==> config.mk <==
export PLATFORM = sky130hd
export DESIGN_NAME = wb_pwm_buffered
export DESIGN_NICKNAME = d
export VERILOG_FILES = /design/src/rtl/wb_pwm_pkg.sv /design/src/rtl/wb_pwm_buffered_channel.sv /design/src/rtl/wb_pwm_buffered.sv
export SDC_FILE = /design/constraint.sdc
export NUM_CORES = 1
export LEC_CHECK = 0
export CORE_AREA = 2 2 107 130
export DETAILED_ROUTE_END_ITERATION = 7
export DIE_AREA = 0 0 109 132
export PLACE_DENSITY = 0.72
export SLEW_MARGIN = 20
export SYNTH_ARGS = -nofsm -noshare
export SYNTH_HDL_FRONTEND = slang
export SYNTH_SLANG_ARGS = --single-unit
==> constraint.sdc <==
create_clock -name wb_clk_i -period 2.1 [get_ports wb_clk_i]
set_input_delay 0.315 -clock wb_clk_i [delete_from_list [all_inputs] [get_ports wb_clk_i]]
set_output_delay 0.315 -clock wb_clk_i [all_outputs]
set_load 0.005 [all_outputs]
==> src/rtl/wb_pwm_pkg.sv <==
`default_nettype none
// ============================================================================
//  Module  : wb_pwm_pkg
//  Purpose : Shared constants and types for the buffered Wishbone PWM block:
//            register word addresses, CTRL bit positions, counter direction.
//  Rev     : 1.0  initial release
// ============================================================================
package wb_pwm_pkg;

    // Word addresses of the configuration registers (DUTY[n] sits at n)
    localparam logic [3:0] ADR_INVERT   = 4'hD;
    localparam logic [3:0] ADR_PRESCALE = 4'hE;
    localparam logic [3:0] ADR_CTRL     = 4'hF;

    // CTRL register bit positions
    localparam int CTRL_EN     = 0;
    localparam int CTRL_CENTER = 1;

    // Shared counter direction (only meaningful in center-aligned mode)
    typedef enum logic {
        DIR_UP   = 1'b0,
        DIR_DOWN = 1'b1
    } pwm_dir_e;

endpackage : wb_pwm_pkg
`default_nettype wire

==> src/rtl/wb_pwm_buffered_channel.sv <==
`default_nettype none
// ============================================================================
//  Module  : wb_pwm_buffered_channel
//  Purpose : One PWM output. Holds the bus-visible shadow duty and the active
//            duty used by the comparator; active reloads at period boundaries
//            (or continuously while disabled). Output is registered and
//            polarity-adjusted.
//  Rev     : 1.0  initial release
// ============================================================================
module wb_pwm_buffered_channel
    import wb_pwm_pkg::*;
#(
    parameter int RESOLUTION = 8
) (
    input  logic                  wb_clk_i,
    input  logic                  wb_rst_ni,
    input  logic                  en,
    input  logic                  boundary,
    input  logic                  wr,
    input  logic [RESOLUTION-1:0] wdata,
    input  logic [RESOLUTION-1:0] cnt,
    input  logic                  invert,
    output logic [RESOLUTION-1:0] shadow,
    output logic                  pwm
);

    logic [RESOLUTION-1:0] r_shadow;
    logic [RESOLUTION-1:0] r_active;
    logic                  r_pwm;
    logic [RESOLUTION-1:0] w_load;
    logic                  w_raw;

    // A write landing on the reload cycle is forwarded so it is not lost
    // for a whole period behind the stale shadow value.
    assign w_load = wr ? wdata : r_shadow;

    // Disabled channels drive a raw low so the pin shows only the polarity.
    assign w_raw  = en & (cnt < r_active);

    // Shadow duty register, written from the bus
    always_ff @(posedge wb_clk_i or negedge wb_rst_ni) begin
        if (!wb_rst_ni) begin
            r_shadow <= '0;
        end else if (wr) begin
            r_shadow <= wdata;
        end
    end

    // Active duty: tracks shadow while disabled, otherwise reloads on boundary
    always_ff @(posedge wb_clk_i or negedge wb_rst_ni) begin
        if (!wb_rst_ni) begin
            r_active <= '0;
        end else if (!en || boundary) begin
            r_active <= w_load;
        end
    end

    // Registered, polarity-adjusted output
    always_ff @(posedge wb_clk_i or negedge wb_rst_ni) begin
        if (!wb_rst_ni) begin
            r_pwm <= 1'b0;
        end else begin
            r_pwm <= w_raw ^ invert;
        end
    end

    assign shadow = r_shadow;
    assign pwm    = r_pwm;

endmodule : wb_pwm_buffered_channel
`default_nettype wire

==> src/rtl/wb_pwm_buffered.sv <==
`default_nettype none
// ============================================================================
//  Module  : wb_pwm_buffered
//  Purpose : Multi-channel double-buffered PWM on a Wishbone B4 pipelined
//            slave. Holds bus decode/readback, runtime prescaler and the
//            shared period counter; per-channel logic lives in
//            wb_pwm_buffered_channel.
//  Config  : define WB_PWM_CENTER_EN to enable center-aligned mode
//            (CTRL.CENTER writable, up/down counter). Without it CTRL.CENTER
//            reads 0 and only edge-aligned mode exists.
//  Rev     : 1.0  initial release
// ============================================================================
module wb_pwm_buffered
    import wb_pwm_pkg::*;
#(
    parameter int CHANNEL_NUM = 4,
    parameter int RESOLUTION  = 8,
    parameter int PRESCALE_W  = 16
) (
    input  logic                   wb_clk_i,
    input  logic                   wb_rst_ni,
    input  logic                   wb_cyc_i,
    input  logic                   wb_stb_i,
    input  logic                   wb_we_i,
    input  logic [3:0]             wb_adr_i,
    input  logic [31:0]            wb_dat_i,
    output logic [31:0]            wb_dat_o,
    output logic                   wb_stall_o,
    output logic                   wb_ack_o,
    output logic [CHANNEL_NUM-1:0] pwm_channel
);

    // Last counter value before wrap / turnaround (MAX-1)
    localparam logic [RESOLUTION-1:0] c_CNT_TOP = {{(RESOLUTION-1){1'b1}}, 1'b0};

    logic                              w_req;
    logic                              w_wr;
    logic                              w_rd;
    logic                              w_restart;
    logic                              w_tick;
    logic                              w_boundary;
    logic                              w_center;
    logic [31:0]                       w_rdata;
    logic [RESOLUTION-1:0]             w_cnt_nxt;
    logic [CHANNEL_NUM*RESOLUTION-1:0] w_shadow;
    logic                              w_unused;

    logic [CHANNEL_NUM-1:0]            r_invert;
    logic [PRESCALE_W-1:0]             r_prescale;
    logic                              r_en;
    logic [PRESCALE_W-1:0]             r_pcnt;
    logic [RESOLUTION-1:0]             r_cnt;
    logic                              r_ack;
    logic [31:0]                       r_dat;

`ifdef WB_PWM_CENTER_EN
    logic                              r_center;
    pwm_dir_e                          r_dir;
    pwm_dir_e                          w_dir_nxt;
`endif

    assign w_req = wb_cyc_i & wb_stb_i;
    assign w_wr  = w_req & wb_we_i;
    assign w_rd  = w_req & ~wb_we_i;

    // Only the low data bits are meaningful; the rest are deliberately dropped.
    assign w_unused = ^wb_dat_i;

`ifdef WB_PWM_CENTER_EN
    assign w_center  = r_center;
    // Flipping the alignment mode mid-run would leave cnt mid-ramp in the
    // wrong shape, so the counter starts over from 0 counting up.
    assign w_restart = w_wr && (wb_adr_i == ADR_CTRL)
                       && (wb_dat_i[CTRL_CENTER] != r_center);
`else
    assign w_center  = 1'b0;
    assign w_restart = 1'b0;
`endif

    // Prescaler tick; >= lets a lowered PRESCALE take effect at once.
    assign w_tick = r_en & (r_pcnt >= r_prescale);

    // Configuration registers written from the bus; unmapped writes dropped
    always_ff @(posedge wb_clk_i or negedge wb_rst_ni) begin
        if (!wb_rst_ni) begin
            r_invert   <= '0;
            r_prescale <= '0;
            r_en       <= 1'b0;
`ifdef WB_PWM_CENTER_EN
            r_center   <= 1'b0;
`endif
        end else if (w_wr) begin
            case (wb_adr_i)
                ADR_INVERT:   r_invert   <= wb_dat_i[CHANNEL_NUM-1:0];
                ADR_PRESCALE: r_prescale <= wb_dat_i[PRESCALE_W-1:0];
                ADR_CTRL: begin
                    r_en     <= wb_dat_i[CTRL_EN];
`ifdef WB_PWM_CENTER_EN
                    r_center <= wb_dat_i[CTRL_CENTER];
`endif
                end
                default: ;
            endcase
        end
    end

    // Prescale counter: runs 0..PRESCALE while enabled, parked at 0 otherwise
    always_ff @(posedge wb_clk_i or negedge wb_rst_ni) begin
        if (!wb_rst_ni) begin
            r_pcnt <= '0;
        end else if (!r_en || w_restart || w_tick) begin
            r_pcnt <= '0;
        end else begin
            r_pcnt <= r_pcnt + 1'b1;
        end
    end

    // Shared counter next state and period-boundary detection
    always_comb begin
        w_cnt_nxt  = r_cnt;
        w_boundary = 1'b0;
`ifdef WB_PWM_CENTER_EN
        w_dir_nxt  = r_dir;
`endif
        if (!r_en || w_restart) begin
            w_cnt_nxt = '0;
`ifdef WB_PWM_CENTER_EN
            w_dir_nxt = DIR_UP;
`endif
        end else if (w_tick) begin
`ifdef WB_PWM_CENTER_EN
            if (r_center) begin
                // Each end value is held for two ticks, giving 2*MAX ticks
                if (r_dir == DIR_UP) begin
                    if (r_cnt == c_CNT_TOP) begin
                        w_dir_nxt = DIR_DOWN;
                    end else begin
                        w_cnt_nxt = r_cnt + 1'b1;
                    end
                end else begin
                    if (r_cnt == '0) begin
                        w_dir_nxt  = DIR_UP;
                        w_boundary = 1'b1;
                    end else begin
                        w_cnt_nxt = r_cnt - 1'b1;
                    end
                end
            end else
`endif
            begin
                if (r_cnt == c_CNT_TOP) begin
                    w_cnt_nxt  = '0;
                    w_boundary = 1'b1;
                end else begin
                    w_cnt_nxt = r_cnt + 1'b1;
                end
            end
        end
    end

    // Shared counter state register
    always_ff @(posedge wb_clk_i or negedge wb_rst_ni) begin
        if (!wb_rst_ni) begin
            r_cnt <= '0;
`ifdef WB_PWM_CENTER_EN
            r_dir <= DIR_UP;
`endif
        end else begin
            r_cnt <= w_cnt_nxt;
`ifdef WB_PWM_CENTER_EN
            r_dir <= w_dir_nxt;
`endif
        end
    end

    // Readback multiplexer; unmapped addresses return 0
    always_comb begin
        w_rdata = '0;
        for (int i = 0; i < CHANNEL_NUM; i++) begin
            if (wb_adr_i == 4'(i)) begin
                w_rdata = 32'(w_shadow[i*RESOLUTION +: RESOLUTION]);
            end
        end
        case (wb_adr_i)
            ADR_INVERT:   w_rdata = 32'(r_invert);
            ADR_PRESCALE: w_rdata = 32'(r_prescale);
            ADR_CTRL:     w_rdata = 32'({w_center, r_en});
            default: ;
        endcase
    end

    // Bus response: single-cycle ack for every request, registered read data
    always_ff @(posedge wb_clk_i or negedge wb_rst_ni) begin
        if (!wb_rst_ni) begin
            r_ack <= 1'b0;
            r_dat <= '0;
        end else begin
            r_ack <= w_req;
            r_dat <= w_rd ? w_rdata : 32'd0;
        end
    end

    assign wb_ack_o   = r_ack;
    assign wb_dat_o   = r_dat;
    assign wb_stall_o = 1'b0;

    for (genvar g = 0; g < CHANNEL_NUM; g++) begin : g_channel
        wb_pwm_buffered_channel #(
            .RESOLUTION (RESOLUTION)
        ) u_channel (
            .wb_clk_i  (wb_clk_i),
            .wb_rst_ni (wb_rst_ni),
            .en        (r_en),
            .boundary  (w_boundary),
            .wr        (w_wr && (wb_adr_i == 4'(g))),
            .wdata     (wb_dat_i[RESOLUTION-1:0]),
            .cnt       (r_cnt),
            .invert    (r_invert[g]),
            .shadow    (w_shadow[g*RESOLUTION +: RESOLUTION]),
            .pwm       (pwm_channel[g])
        );
    end

endmodule : wb_pwm_buffered
`default_nettype wire
==> results.yml, run 1 <==
outcome:
  status: "complete, but fails checks"
  violations: "negative setup slack"
place:
  io_buffer_count: 45
  dp.final_hpwl_mm: 11.8
  place_congestion: 0.890
  dp.cells: 888
route:
  drt_wl_total_mm: 17.4
  drc: 0
  drtIter0Drc: 346
  dr_total_vias: 5252
  dr.pass1.iters: 5
  via_per_inst: 5.66
  drtAntennaViolNets: 0
  wire_per_inst_um: 18.7
sta:
  tightest_slew_ps: 683
  slew_viol_final: 0
  setup_violations: 54
  fmax_mhz: 420
  final_hold_viol_count: 0
  fin_crit_sh_pct: 113
  fin_skew_ps: 9.80
  fin_ws_ps: -279
  rsz0062_at_grt: "yes"
  timing.slew.headroom_pct: 54.1
  finalCriticalPeriod_ps: 2380
global_routing:
  grt_use_met3_pct: 5.29
  top_usage_layer: "met2"
  grt_pass1_wl_mm: 28.2
  grtUsageMet2_pct: 43.6
  met1_usage_pct: 30.4
  grt_pass1_vias: 5452
  grt_max_degree: 54
  globalRouteTotalUtil_pct: 25.7
  grt-ovfl-total: 0
  antenna_found_initial: 0
finish:
  instances_no_fill: 928
  diodes: 0
  drive_gt1_share_pct: 24.6
  post-route-util_pct: 65.7
  layout_commonest_cell: "dfrtp_1"
  nets: 835
  layout_common_cells: "dfrtp_1 (130), nand2_1 (60), buf_4 (59)"
  area_delta_synth_final_pct: 30.0
logic_synthesis:
  ys_seq_area_share_pct: 49.3
  synth_cells: 639
  avgSynthCellArea_um2: 10.3
  ys_ff_latch: 130
  syn-cell-area_um2: 6610
  yosysUniqueCellTypes: 48
  ys_warn_count: 0
clock_tree:
  clk_pin_slew_ps: 60
  clock_tree.root_cell: "clkbuf_16"
  cts_tree: "done"
  clk_latency_ps: 420
  cts_buffers: 17
  clockBufferDepth: 2
  numClockSinks: 130
  cts_max_level: 4
die:
  die_h_um: 132
  coreArea_um2: 13100
  die_area_um2: 14400
  num_io_pins: 79
  row_count: 46
  dieWidth_um: 109
  start_util_pct: 50.6
setup_path:
  critPathArrivalTime_ps: 2680
  crit_slowest_cell: "a2111o_1"
  slowest_delay_ps: 430
  required_ps: 2400
  critPathKind: "register to register"
  cpMostUsedCell: "buf_12"
  crit_buf_inv: 2
  crit_fanout: 26
  path_cells: "ha_1 -> nand2b_4 -> a2111o_1 -> a311oi_4 -> a21oi_4 -> buf_12 -> buf_12 -> nand2_1 -> o21ai_0"
  startpoint_type: "register"
  endpoint_kind: "register"
  cp_top_family: "compound AO/OA/AOI/OAI gates"
pwr:
  p_leak_nw: 4.07
  vdd_ir_drop_max_mv: 0.562
  p_total_mw: 7.77
  p_per_area_nw_per_um2: 905
hold_path:
  min_path_type: "input pin to asynchronous set/reset pin"
job:
  maxCapViolCount: 0
==> registers in the layout (all words and copies together), names as in the netlist <==
signal	cells
r_invert	4
r_cnt	8
r_pcnt	16
g_channel.u_channel.shadow	32
wb_dat_o	16
wb_ack_o	1
g_channel.u_channel.pwm	4
g_channel.u_channel.r_active	32
r_prescale	16
r_en	1
==> where the power goes <==
part / internal, mW / switching, mW
registers: 2.82 / 0.154
clock network: 2.08 / 1.13
logic: 0.722 / 0.855
total: 5.63 / 2.14
==> area by class of cell <==
type	count	area [µm²]
tap	168	210
sequential	130	3250
clock buffer	20	467
inverter	52	195
clock inverter	12	178
timing repair buffer	119	1160
multi-input combinational	427	3130
fill	952	4480
==> worst reg2reg max path: cells and delay by family (launching register included) <==
kind | cells | cell delay, ps
fa+ha+maj | 1 | 310
flops | 1 | 410
simple gates | 2 | 220
compound gates | 4 | 970
buf+inv | 2 | 350
==> cells in the mapped netlist (all sizes together) <==
cell type / number / area [µm²]
mux2: 40 / 462
xnor2: 7 / 61.3
o221ai: 1 / 8.76
nor2b: 4 / 25.0
a21boi: 1 / 7.51
nand2: 74 / 278
nor2: 29 / 109
o211ai: 3 / 22.5
a211o: 1 / 8.76
nand4: 6 / 37.5
and3: 9 / 56.3
xor2: 10 / 87.6
clkbuf: 15 / 58.8
ha: 47 / 588
dfrtp: 130 / 3250
a222oi: 4 / 40.0
mux2i: 10 / 100
o21ai: 73 / 365
buf: 31 / 215
nor4b: 1 / 8.76
a211oi: 8 / 60.1
and2: 2 / 13.8
a32o: 4 / 40.0
nand2b: 10 / 62.6
nand3b: 4 / 30.0
nor4: 11 / 81.3
nor3: 4 / 20.0
a22oi: 1 / 7.51
inv: 52 / 195
a21oi: 12 / 63.8
a31oi: 1 / 6.26
conb: 1 / 3.75
o2111ai: 3 / 26.3
or3: 2 / 12.5
a311oi: 1 / 15.0
nand3: 15 / 75.1
a21o: 6 / 45.0
o21a: 1 / 7.51
a221oi: 4 / 35.0
a2111o: 1 / 11.3
==> path summary, 6_finish.rpt <==
check | from | end | slack [ps] | cells past startpoint
min in group wb_clk_i | wb_dat_i[11] | r_prescale[11] | 470 | 3
max in group asynchronous | wb_rst_ni | g_channel[1].u_channel.shadow[4] | 1100 | 3
min reg2reg | r_invert[2] | g_channel[2].u_channel.pwm | 490 | 1
min | wb_rst_ni | g_channel[1].u_channel.pwm | 370 | 2
max reg2reg | r_prescale[0] | g_channel[0].u_channel.r_active[6] | -280 | 9
max | r_prescale[0] | g_channel[0].u_channel.r_active[6] | -280 | 9
==> timing repair <==
item / 4_1_cts / 5_1_grt
gates resized for setup: 58 / 18
buffers inserted: 4 / 1
hold buffers: 1 / 0
cloned: 2 / 0
endpoints found under the hold margin: 28 / 0
endpoints found under the setup margin: 54 / 56
pin swaps: 4 / 0
==> per-layer routing <==
layer	vias up	wire, µm
met5	-	0
met4	0	777
met3	55	928
met2	208	8990
met1	2578	6660
li1	2411	-
==> through the flow <==
step	hold WS, ps	TNS [ps]	setup slack [ps]	cell area, µm²
2_1_floorplan	19.4	-592	-108	6670
3_3_place_gp	273	-8620	-228	7640
3_5_place_dp	284	-11110	-304	7640
4_1_cts	379	-9370	-268	8510
5_1_grt	416	-13590	-340	8590
6_report	371	-10230	-279	8590
==> cells by family after synthesis <==
group / share of synthesized area [%]
AND/OR/NAND/NOR: 12.3
flip-flops: 49.3
AO/OA/AOI/OAI: 11.7
buffers and inverters: 7.10
multiplexers: 8.51
adder cells (fa/ha/maj): 8.90
XOR/XNOR: 2.25
other: 0.0568
Note: power is estimated with default switching activity, not from simulation.
==> inputs of run 2 (changes only) <==
Settings changed: GPL_TIMING_DRIVEN from default to 0.
==> results.yml, run 2 (same netlist as run 1, synthesis figures left out) <==
clock_tree:
  clock_tree.root_cell: "clkbuf_16"
  numClockSinks: 130
  clk_latency_ps: 420
  cts_max_level: 4
  cts_tree: "done"
  cts_buffers: 17
  clk_pin_slew_ps: 50
  clockBufferDepth: 2
place:
  dp.final_hpwl_mm: 11.9
  io_buffer_count: 45
  place_congestion: 0.878
  dp.cells: 869
finish:
  drive_gt1_share_pct: 29.7
  layout_commonest_cell: "dfrtp_1"
  instances_no_fill: 942
  area_delta_synth_final_pct: 34.0
  diodes: 0
  layout_common_cells: "dfrtp_1 (125), nand2_1 (53), buf_4 (52)"
  nets: 853
sta:
  tightest_slew_ps: 716
  fin_crit_sh_pct: 117
  final_hold_viol_count: 0
  timing.slew.headroom_pct: 51.9
  slew_viol_final: 0
  finalCriticalPeriod_ps: 2460
  rsz0062_at_grt: "yes"
  whs_ps: 345
  setup_violations: 54
  fin_ws_ps: -364
  fin_skew_ps: 7.75
  fmax_mhz: 406
outcome:
  status: "complete, but fails checks"
  violations: "negative setup slack"
setup_path:
  startpoint_type: "register"
  ff2ff_path_depth: 8
  r2r-end: "g_channel[0].u_channel.r_active[0]"
  crit_slowest_cell: "dfrtp_2"
  required_ps: 2400
  endpoint_kind: "register"
  critPathKind: "register to register"
  r2r_setup_slack_ps: -360
  cpMostUsedCell: "buf_6"
  critPathArrivalTime_ps: 2760
  crit_start: "r_pcnt[13]"
  crit_fanout: 5
  r2r_start: "r_pcnt[13]"
  slowest_delay_ps: 450
  path_cells: "ha_4 -> nand4_1 -> nor4_4 -> a311oi_4 -> buf_6 -> a21oi_4 -> buf_6 -> mux2_4"
global_routing:
  globalRouteTotalUtil_pct: 25.0
  grt_pass1_vias: 5431
  grt-ovfl-total: 0
  grt_pass1_wl_mm: 27.5
  antenna_found_initial: 0
  grt_max_degree: 104
die:
  num_io_pins: 79
  dieWidth_um: 109
  coreArea_um2: 13100
  start_util_pct: 50.6
  die_area_um2: 14400
  die_h_um: 132
  row_count: 46
pwr:
  vdd_ir_drop_max_mv: 0.390
  p_total_mw: 7.70
  p_leak_nw: 4.12
  p_per_area_nw_per_um2: 869
route:
  dr.pass1.iters: 5
  via_per_inst: 5.70
  dr_total_vias: 5374
  drc: 0
  drtIter0Drc: 394
  drtAntennaViolNets: 0
  drt_wl_total_mm: 18.7
  wire_per_inst_um: 19.9
hold_path:
  min_path_type: "input pin to asynchronous set/reset pin"
job:
  maxCapViolCount: 0
run 2: changes by cell type in the layout (fill, tap and decap cells not counted), moves of 4 or more:
cell,previous run,this run
clkbuf_1,0,10
buf_6,6,14
o21ai_2,10,18
buf_4,59,52
nand2_1,60,53
ha_1,44,38
ha_4,3,9
nor2_1,28,22
o21ai_1,17,11
buf_12,7,2
dfrtp_1,130,125
dfrtp_2,0,5
buf_2,0,4
nor2_2,1,5
run 2: where the power goes:
part | leakage (nW) | internal, mW | switching, mW
clock network | 0.283 | 1.87 | 1.03
registers | 1.69 | 2.83 | 0.147
logic | 2.15 | 0.832 | 0.993
total | 4.12 | 5.53 | 2.17
run 2: worst max-delay path by stage:
stage                     cells past startpoint                            endpoint  slack [ps]
after floorplan                               8  g_channel[0].u_channel.r_active[0]        -110
after global placement                        1                            r_cnt[4]       -4270
after detailed placement                      6  g_channel[2].u_channel.r_active[0]        -750
after CTS                                     8  g_channel[0].u_channel.r_active[0]        -270
after global routing                          8  g_channel[0].u_channel.r_active[0]        -430
final                                         8  g_channel[0].u_channel.r_active[0]        -360
run 2: stage by stage:
stage | util [%] | setup WS, ps | instance area, µm² | setup TNS [ps]
floorplan | - | -108 | 6670 | -592
global placement | 56.1 | -4270 | 7330 | -585970
detailed placement | 56.4 | -751 | 7360 | -36690
CTS | 64.3 | -269 | 8400 | -7960
global route | 67.8 | -434 | 8850 | -16090
finish | 67.8 | -364 | 8850 | -13180
run 2: worst max-delay path: cells and delay by family (launching register included):
| family | cells | cell delay, ps |
|---|---|---|
| DFF | 1 | 450 |
| and+or+nand+nor | 2 | 530 |
| adders and majority gates | 1 | 280 |
| AOI/OAI and AO/OA | 2 | 430 |
| muxes | 1 | 300 |
| buffers and inverters | 2 | 350 |
run 2: area by class of cell:
type | instances | area [µm²]
clock inverters | 5 | 77.6
inverters | 52 | 195
repair buffers | 91 | 907
flip-flops and latches | 130 | 3260
fillers | 937 | 4210
well taps | 168 | 210
clock buffers | 23 | 498
multi-input cells | 428 | 3390
plain buffers | 45 | 318
run 2: repair_timing:
action | in CTS | in global routing
endpoints found under the setup margin | 64 | 73
hold buffers | 1 | 0
pin swaps | 17 | 18
gates resized for setup | 75 | 85
buffers inserted | 24 | 19
gates cloned | 4 | 2
hold endpoints to repair | 27 | 0
run 2: metal layers:
layer  wire, µm  GRT usage [%]
met5          0              0
met4        874           12.9
met3        928           5.34
met2       9630           42.4
met1       7280           29.2
